File: src/rtl/control_defs.sv
// rtl/control_defs.sv - shared opcodes, IR field positions and state encoding for control_sequencer
package control_defs;

  localparam int OPC_MSB = 31;
  localparam int OPC_LSB = 27;
  localparam int RA_MSB  = 26;
  localparam int RA_LSB  = 23;
  localparam int RB_MSB  = 22;
  localparam int RB_LSB  = 19;
  localparam int RC_MSB  = 18;
  localparam int RC_LSB  = 15;

  localparam logic [4:0] OP_ADD  = 5'b00011;
  localparam logic [4:0] OP_SUB  = 5'b00100;
  localparam logic [4:0] OP_SHR  = 5'b00101;
  localparam logic [4:0] OP_SHL  = 5'b00110;
  localparam logic [4:0] OP_ROR  = 5'b00111;
  localparam logic [4:0] OP_ROL  = 5'b01000;
  localparam logic [4:0] OP_AND  = 5'b01001;
  localparam logic [4:0] OP_OR   = 5'b01010;
  localparam logic [4:0] OP_MUL  = 5'b01110;
  localparam logic [4:0] OP_DIV  = 5'b01111;
  localparam logic [4:0] OP_NEG  = 5'b10000;
  localparam logic [4:0] OP_NOT  = 5'b10001;
  localparam logic [4:0] OP_NOP  = 5'b11010;
  localparam logic [4:0] OP_HALT = 5'b11011;

  typedef enum logic [3:0] {
    ST_IDLE, ST_T0, ST_T1, ST_T2, ST_T3, ST_T4, ST_T5, ST_T6, ST_HALT
  } state_t;

  typedef enum logic [2:0] {
    CLS_ALU3, CLS_MULDIV, CLS_UNARY, CLS_NOP, CLS_HALT, CLS_ILLEGAL
  } op_class_t;

  // Groups opcodes by the shape of their execute phase.
  function automatic op_class_t op_class(input logic [4:0] opc);
    case (opc)
      OP_ADD, OP_SUB, OP_SHR, OP_SHL,
      OP_ROR, OP_ROL, OP_AND, OP_OR:  return CLS_ALU3;
      OP_MUL, OP_DIV:                 return CLS_MULDIV;
      OP_NEG, OP_NOT:                 return CLS_UNARY;
      OP_NOP:                         return CLS_NOP;
      OP_HALT:                        return CLS_HALT;
      default:                        return CLS_ILLEGAL;
    endcase
  endfunction

endpackage

File: src/rtl/reg_decoder_4to16.sv
// rtl/reg_decoder_4to16.sv - 4-bit register index to one-hot enable vector
module reg_decoder_4to16 #(
  parameter int REGISTERS = 16
) (
  input  logic [3:0]           idx,
  input  logic                 en,
  output logic [REGISTERS-1:0] onehot
);

  assign onehot = en ? (REGISTERS'(1) << idx) : '0;

endmodule

File: src/rtl/control_sequencer.sv
// rtl/control_sequencer.sv - hardwired fetch/decode/execute control unit for the datapath
module control_sequencer
  import control_defs::*;
#(
  parameter int REGISTERS = 16,
  parameter int BITS      = 32
) (
  input  logic                 Clock,
  input  logic                 Resetn,
  input  logic                 Run,
  input  logic [BITS-1:0]      IR,
  output logic                 PCout,
  output logic                 MARin,
  output logic                 IncPC,
  output logic                 RZin,
  output logic                 Zlowout,
  output logic                 Zhighout,
  output logic                 PCin,
  output logic                 Read,
  output logic                 MDRin,
  output logic                 MDRout,
  output logic                 IRin,
  output logic                 RYin,
  output logic                 HIin,
  output logic                 LOin,
  output logic [REGISTERS-1:0] Rin,
  output logic [REGISTERS-1:0] Rout,
  output logic                 ADD,
  output logic                 SUB,
  output logic                 MUL,
  output logic                 DIV,
  output logic                 SHR,
  output logic                 SHL,
  output logic                 ROR,
  output logic                 ROL,
  output logic                 AND,
  output logic                 OR,
  output logic                 NEGATE,
  output logic                 NOT,
  output logic                 Halted,
  output logic                 IllegalOp
);

  state_t    state, next_state;
  op_class_t cls;
  logic [4:0] opcode;
  logic [3:0] ra, rb, rc, rout_idx;
  logic       rout_en, rin_en, alu_en;
  logic       unused_ir;

  assign opcode    = IR[OPC_MSB:OPC_LSB];
  assign ra        = IR[RA_MSB:RA_LSB];
  assign rb        = IR[RB_MSB:RB_LSB];
  assign rc        = IR[RC_MSB:RC_LSB];
  assign cls       = op_class(opcode);
  assign unused_ir = ^IR[RC_LSB-1:0];

  always_ff @(posedge Clock or negedge Resetn) begin
    if (!Resetn) state <= ST_IDLE;
    else         state <= next_state;
  end

  always_comb begin
    next_state = state;
    {PCout, MARin, IncPC, RZin, Zlowout, Zhighout, PCin} = '0;
    {Read, MDRin, MDRout, IRin, RYin, HIin, LOin}        = '0;
    rout_en   = 1'b0;
    rout_idx  = rb;
    rin_en    = 1'b0;
    alu_en    = 1'b0;
    Halted    = 1'b0;
    IllegalOp = 1'b0;
    case (state)
      ST_IDLE: if (Run) next_state = ST_T0;
      ST_T0: begin
        {PCout, MARin, IncPC, RZin} = 4'b1111;
        next_state = ST_T1;
      end
      ST_T1: begin
        {Zlowout, PCin, Read, MDRin} = 4'b1111;
        next_state = ST_T2;
      end
      ST_T2: begin
        {MDRout, IRin} = 2'b11;
        case (cls)
          CLS_NOP:  next_state = Run ? ST_T0 : ST_IDLE;
          CLS_HALT: next_state = ST_HALT;
          default:  next_state = ST_T3;
        endcase
      end
      ST_T3: begin
        case (cls)
          CLS_ALU3, CLS_MULDIV: begin
            rout_en    = 1'b1;
            RYin       = 1'b1;
            next_state = ST_T4;
          end
          CLS_UNARY: begin
            rout_en    = 1'b1;
            alu_en     = 1'b1;
            RZin       = 1'b1;
            next_state = ST_T4;
          end
          default: begin
            IllegalOp  = 1'b1;
            next_state = Run ? ST_T0 : ST_IDLE;
          end
        endcase
      end
      ST_T4: begin
        if (cls == CLS_UNARY) begin
          Zlowout    = 1'b1;
          rin_en     = 1'b1;
          next_state = Run ? ST_T0 : ST_IDLE;
        end else begin
          rout_en    = 1'b1;
          rout_idx   = rc;
          alu_en     = 1'b1;
          RZin       = 1'b1;
          next_state = ST_T5;
        end
      end
      ST_T5: begin
        Zlowout = 1'b1;
        if (cls == CLS_MULDIV) begin
          LOin       = 1'b1;
          next_state = ST_T6;
        end else begin
          rin_en     = 1'b1;
          next_state = Run ? ST_T0 : ST_IDLE;
        end
      end
      ST_T6: begin
        {Zhighout, HIin} = 2'b11;
        next_state = Run ? ST_T0 : ST_IDLE;
      end
      ST_HALT: Halted = 1'b1;
      default: next_state = ST_IDLE;
    endcase
  end

  // Only one ALU select can match since the opcode is compared against distinct constants.
  assign ADD    = alu_en && (opcode == OP_ADD);
  assign SUB    = alu_en && (opcode == OP_SUB);
  assign MUL    = alu_en && (opcode == OP_MUL);
  assign DIV    = alu_en && (opcode == OP_DIV);
  assign SHR    = alu_en && (opcode == OP_SHR);
  assign SHL    = alu_en && (opcode == OP_SHL);
  assign ROR    = alu_en && (opcode == OP_ROR);
  assign ROL    = alu_en && (opcode == OP_ROL);
  assign AND    = alu_en && (opcode == OP_AND);
  assign OR     = alu_en && (opcode == OP_OR);
  assign NEGATE = alu_en && (opcode == OP_NEG);
  assign NOT    = alu_en && (opcode == OP_NOT);

  reg_decoder_4to16 #(.REGISTERS(REGISTERS)) u_rin_dec (
    .idx    (ra),
    .en     (rin_en),
    .onehot (Rin)
  );

  reg_decoder_4to16 #(.REGISTERS(REGISTERS)) u_rout_dec (
    .idx    (rout_idx),
    .en     (rout_en),
    .onehot (Rout)
  );

endmodule

File: config.mk
export PLATFORM = sky130hd
export DESIGN_NAME = control_sequencer
export DESIGN_NICKNAME = d
export VERILOG_FILES = /design/src/rtl/control_defs.sv /design/src/rtl/reg_decoder_4to16.sv /design/src/rtl/control_sequencer.sv
export SDC_FILE = /design/constraint.sdc
export NUM_CORES = 1
export LEC_CHECK = 0
export ABC_AREA = 1
export ABC_CLOCK_PERIOD_IN_PS = 3800
export BUFFER_PORTS_ARGS = -buffer_cell sky130_fd_sc_hd__buf_2
export CORE_MARGIN = 8
export CORE_UTILIZATION = 40
export CTS_CLUSTER_SIZE = 12
export DETAILED_ROUTE_END_ITERATION = 6
export HOLD_SLACK_MARGIN = 0.08
export PLACE_DENSITY = 0.84
export SKIP_LAST_GASP = 1
export SLEW_MARGIN = 20
export SYNTH_ARGS = -nofsm -noshare
export SYNTH_HDL_FRONTEND = slang
export SYNTH_SLANG_ARGS = --single-unit
File: constraint.sdc
create_clock -name Clock -period 3.8 [get_ports Clock]
set_input_delay 0.57 -clock Clock [delete_from_list [all_inputs] [get_ports Clock]]
set_output_delay 0.57 -clock Clock [all_outputs]
set_load 0.02 [all_outputs]
==> impl_summary.md <==
Finish
The post-synthesis to final-layout area growth is 40.3%. The register name with the most flops is state. The number of antenna diodes in the final layout is 0. The summed area of non-filler cells in the final layout is 1390 sq um. The largest registers in the layout are state (4). The number of fill cells in the layout is 276. The fraction of layout cells with a size suffix above 1 is 0.390. The final-stage net count is 301. The number of flip-flops in the largest register is 4.

Timing
Of the available clock period, the critical path in the final layout requires 0.755. Static timing analysis puts the maximum clock frequency at 349 MHz. The final critical path time including I/O delays and setup is 2870 ps. The smallest setup slack after layout is 932 ps. The setup skew after layout is 7.36 ps.

Setup repair after global routing left no endpoint under its margin. The count of final setup violators is 0. The max-slew violation total from the final report is 0.

The actual slew at the worst max-slew pin is 589 ps. The total negative slack for setup checks is 0 ps. Measured against its own limit, the worst slew margin works out to 0.606. The hold violation total from the final report is 0.

Global routing
Global routing finished with a remaining overflow of 0. The global-route met2 utilization is 0.285. Entering global routing, the biggest net connects 12 pins.

The number of antenna violations at the first check in global routing is 0. The most used routing layer in global routing is met2. The global routing usage summed across all routing layers is 0.150. The via count of the first global-routing pass came to 1306. For met1 alone, demand over resource in global routing was 0.160.

The wire length of the first global-routing pass is 5440 um. The global routing usage on met3 is 0.0186.

Critical path
For the worst setup path, the data required time is 3230 ps. The worst setup slack for register-to-register paths is 2080 ps. Counting stages on the worst path, the most repeated cell is sky130_fd_sc_hd__nand2_2. In this design, the stage delay of the slowest critical-path cell is 500 ps. The number of buffer and inverter instances along the worst setup path is 2. The worst reg-to-reg path cell count is 7. The library cell contributing the largest single delay on the critical path is sky130_fd_sc_hd__nor2_1.

The type of element capturing the critical path is a primary output. Grouping stages by cell kind, the critical path spends the most delay in simple AND/OR/NAND/NOR gates. The reg-to-reg critical path startpoint is state[3].

STA classifies the critical path startpoint as a flip-flop. The critical path goes through inv_1, nand2_1, nor2_1, nand2_2, nand2_2, nand3_1, nor3_1, buf_2. The classification of the worst setup path is flip-flop to primary output. The critical path data arrival time is 2300 ps. Along the worst path, the maximum fanout reaches 11.

The endpoint of the lowest-slack register-to-register path is state[0].

Floorplan
The die span in y is 65.8 um. In this run the count of I/O pins placed on the die edge is 95. The width of the die is 65.8 um.

For this configuration, the core starts out at a cell density of 0.411. In this run the core area contains 18 standard-cell rows. The die area is 4330 sq um.

The total core area is 2410 sq um.

Flow run
The number of max-capacitance violations reported is 0.

Power
The leakage power is 0.000857 uW. VDD sags by at most 460 uV. Power spread over the standard cell area amounts to 400 nW/um^2.

Clock tree
The number of buffers on the longest clock path is 2. Counting the buffers created by CTS gives 3. Once the clock tree was built, the setup fixing pass inserted 0 buffers. The clock tree from TritonCTS is built. The clock latency on the worst-skew pair is 240 ps. In this run the number of H-tree levels came out at 1.

After clock tree synthesis, the clock-pin slew on the worst setup and hold paths is 40 ps. In this run, post-CTS hold repair placed 0 buffers. The quantity of gates resized following cts is 0. The clock sink total is 4. The root buffer cell chosen for the clock tree is sky130_fd_sc_hd__clkbuf_4.

Routing
Before antenna repair, the detailed router went through 4 iterations. The routed wirelength normalized by instance count is 11.2 um. The count of vias placed by the detailed router is 1446. The mean number of vias per cell is 4.92.

The routed design has 3300 um of wire. After detailed routing, the number of remaining DRC violations is 0. The residual antenna-violating net count after detailed routing is 0. The first routing iteration left 77 violations.

Logic synthesis
After synthesis, the share of cell area in mux cells is 0. Counting flops and latches in the post-synthesis netlist gives 4. Of the total synthesized cell area, the portion taken by full adders, half adders and majority gates is 0.

The basic-gate share of the synthesized area counting and, or, nand and nor cells is 0.713. The sequential cell area fraction in the yosys report is 0.101. Of the total synthesized cell area, the portion taken by XOR and XNOR cells is 0. The post-synthesis average cell area is 5.24 sq um. The cell count after synthesis is 189. Yosys printed 0 warnings. The compound-gate portion of the synthesized area came to 0.0417.

The total nets after synthesis is 224. Yosys mapped the design onto 24 distinct sky130hd cell types. The dominant combinational cell family by area after synthesis is simple AND/OR/NAND/NOR gates. The mapped netlist covers 991 sq um.

Placed design
The last weighted congestion value of the routability-driven placer is 0.847. The port buffer count is 79. The post-detailed-placement cell area is 1370 sq um. The HPWL after detailed placement is 2860 um.

The setup slack after placement is 1140 ps.

Status
The flow ran to the end, and the final reports show no timing, DRC or antenna violations.

Worst hold path
The tightest min-delay check is of the input port to async pin type.
==> area by class of cell <==
type,count,area (sq um),share of cell area
inverter,23,86.3,0.0621
multi-input combinational,155,748,0.538
tap,30,37.5,0.0270
sequential,4,100,0.0720
clock buffer,3,22.5,0.0162
timing repair buffer,79,395,0.284
==> worst reg2reg max path, delay by kind of cell (launching register included) <==
family                 cells  cell delay [ps]
AOI/OAI and AO/OA          1              130
buffers and inverters      1               90
DFF                        1              390
and+or+nand+nor            5             1050
==> worst max-delay path by stage <==
stage,depth (start not counted),start,slack [ps],to
floorplan,10,IR[28],1400,ADD
global placement,12,IR[30],1170,Rout[14]
detailed placement,12,IR[30],1140,Rout[12]
CTS,8,state[3],980,NEGATE
global route,8,state[3],670,ADD
finish,8,state[3],930,NEGATE
==> per-stage QoR <==
stage	cells	total power (uW)	hold slack [ps]	utilization
after global routing	294	615	125	0.577
after detailed placement	291	506	380	0.567
final	294	556	126	0.577
after CTS	294	561	128	0.577
after floorplan	189	423	274	-
after global placement	291	500	375	0.567
==> cell usage in the layout, fill, tap and decap left out <==
| cell | netlist | layout |
|---|---|---|
| sky130_fd_sc_hd__a211oi_1 | 1 | 1 |
| sky130_fd_sc_hd__o21ai_0 | 1 | 1 |
| sky130_fd_sc_hd__o21bai_1 | 1 | 1 |
| sky130_fd_sc_hd__inv_1 | 20 | 20 |
| sky130_fd_sc_hd__nand3_2 | 2 | 2 |
| sky130_fd_sc_hd__nand4_1 | 5 | 5 |
| sky130_fd_sc_hd__a21oi_4 | 1 | 1 |
| sky130_fd_sc_hd__or2_2 | 1 | 1 |
| sky130_fd_sc_hd__inv_2 | 3 | 3 |
| sky130_fd_sc_hd__nor2_1 | 55 | 55 |
| sky130_fd_sc_hd__nand2_4 | 1 | 1 |
| sky130_fd_sc_hd__nand3b_1 | 4 | 4 |
| sky130_fd_sc_hd__buf_2 | 0 | 79 |
| sky130_fd_sc_hd__nor2_2 | 1 | 1 |
| sky130_fd_sc_hd__or2_1 | 1 | 1 |
| sky130_fd_sc_hd__a21oi_1 | 1 | 1 |
| sky130_fd_sc_hd__nand2_2 | 11 | 11 |
| sky130_fd_sc_hd__nor3_1 | 5 | 5 |
| sky130_fd_sc_hd__clkbuf_4 | 0 | 3 |
| sky130_fd_sc_hd__nand2_1 | 26 | 26 |
| sky130_fd_sc_hd__nand3_1 | 36 | 36 |
| sky130_fd_sc_hd__and3_1 | 1 | 1 |
| sky130_fd_sc_hd__dfrtp_1 | 4 | 4 |
| sky130_fd_sc_hd__nor2_4 | 1 | 1 |
==> cell families (layout without fill, tap and decap cells) <==
logic type | Yosys count | count (layout)
AND/OR/NAND/NOR | 150 | 150
AO/OA/AOI/OAI | 5 | 5
flip-flops | 4 | 4
buffers and inverters | 30 | 105
==> cell usage after synthesis, drive strengths merged <==
cell type / instances / area, sq um
nor2: 57 / 224
nand2: 38 / 178
nand3: 38 / 200
inv: 23 / 86.3
buf: 7 / 56.3
nand4: 5 / 31.3
nor3: 5 / 25.0
dfrtp: 4 / 100
nand3b: 4 / 30.0
a21oi: 2 / 21.3
or2: 2 / 12.5
a211oi: 1 / 7.51
and3: 1 / 6.26
o21ai: 1 / 5.00
o21bai: 1 / 7.51
==> per-layer routing <==
metal / routed length, um / vias to the layer above
li1: - / 760
met1: 1250 / 636
met2: 1750 / 46
met3: 255 / 4
met4: 44 / 0
met5: 0 / -
==> power breakdown <==
group	internal, uW	switching (uW)
Clock	35.3	17.9
Combinational	129	296
Sequential	61.9	15.8
(Power assumes the default switching activity.)
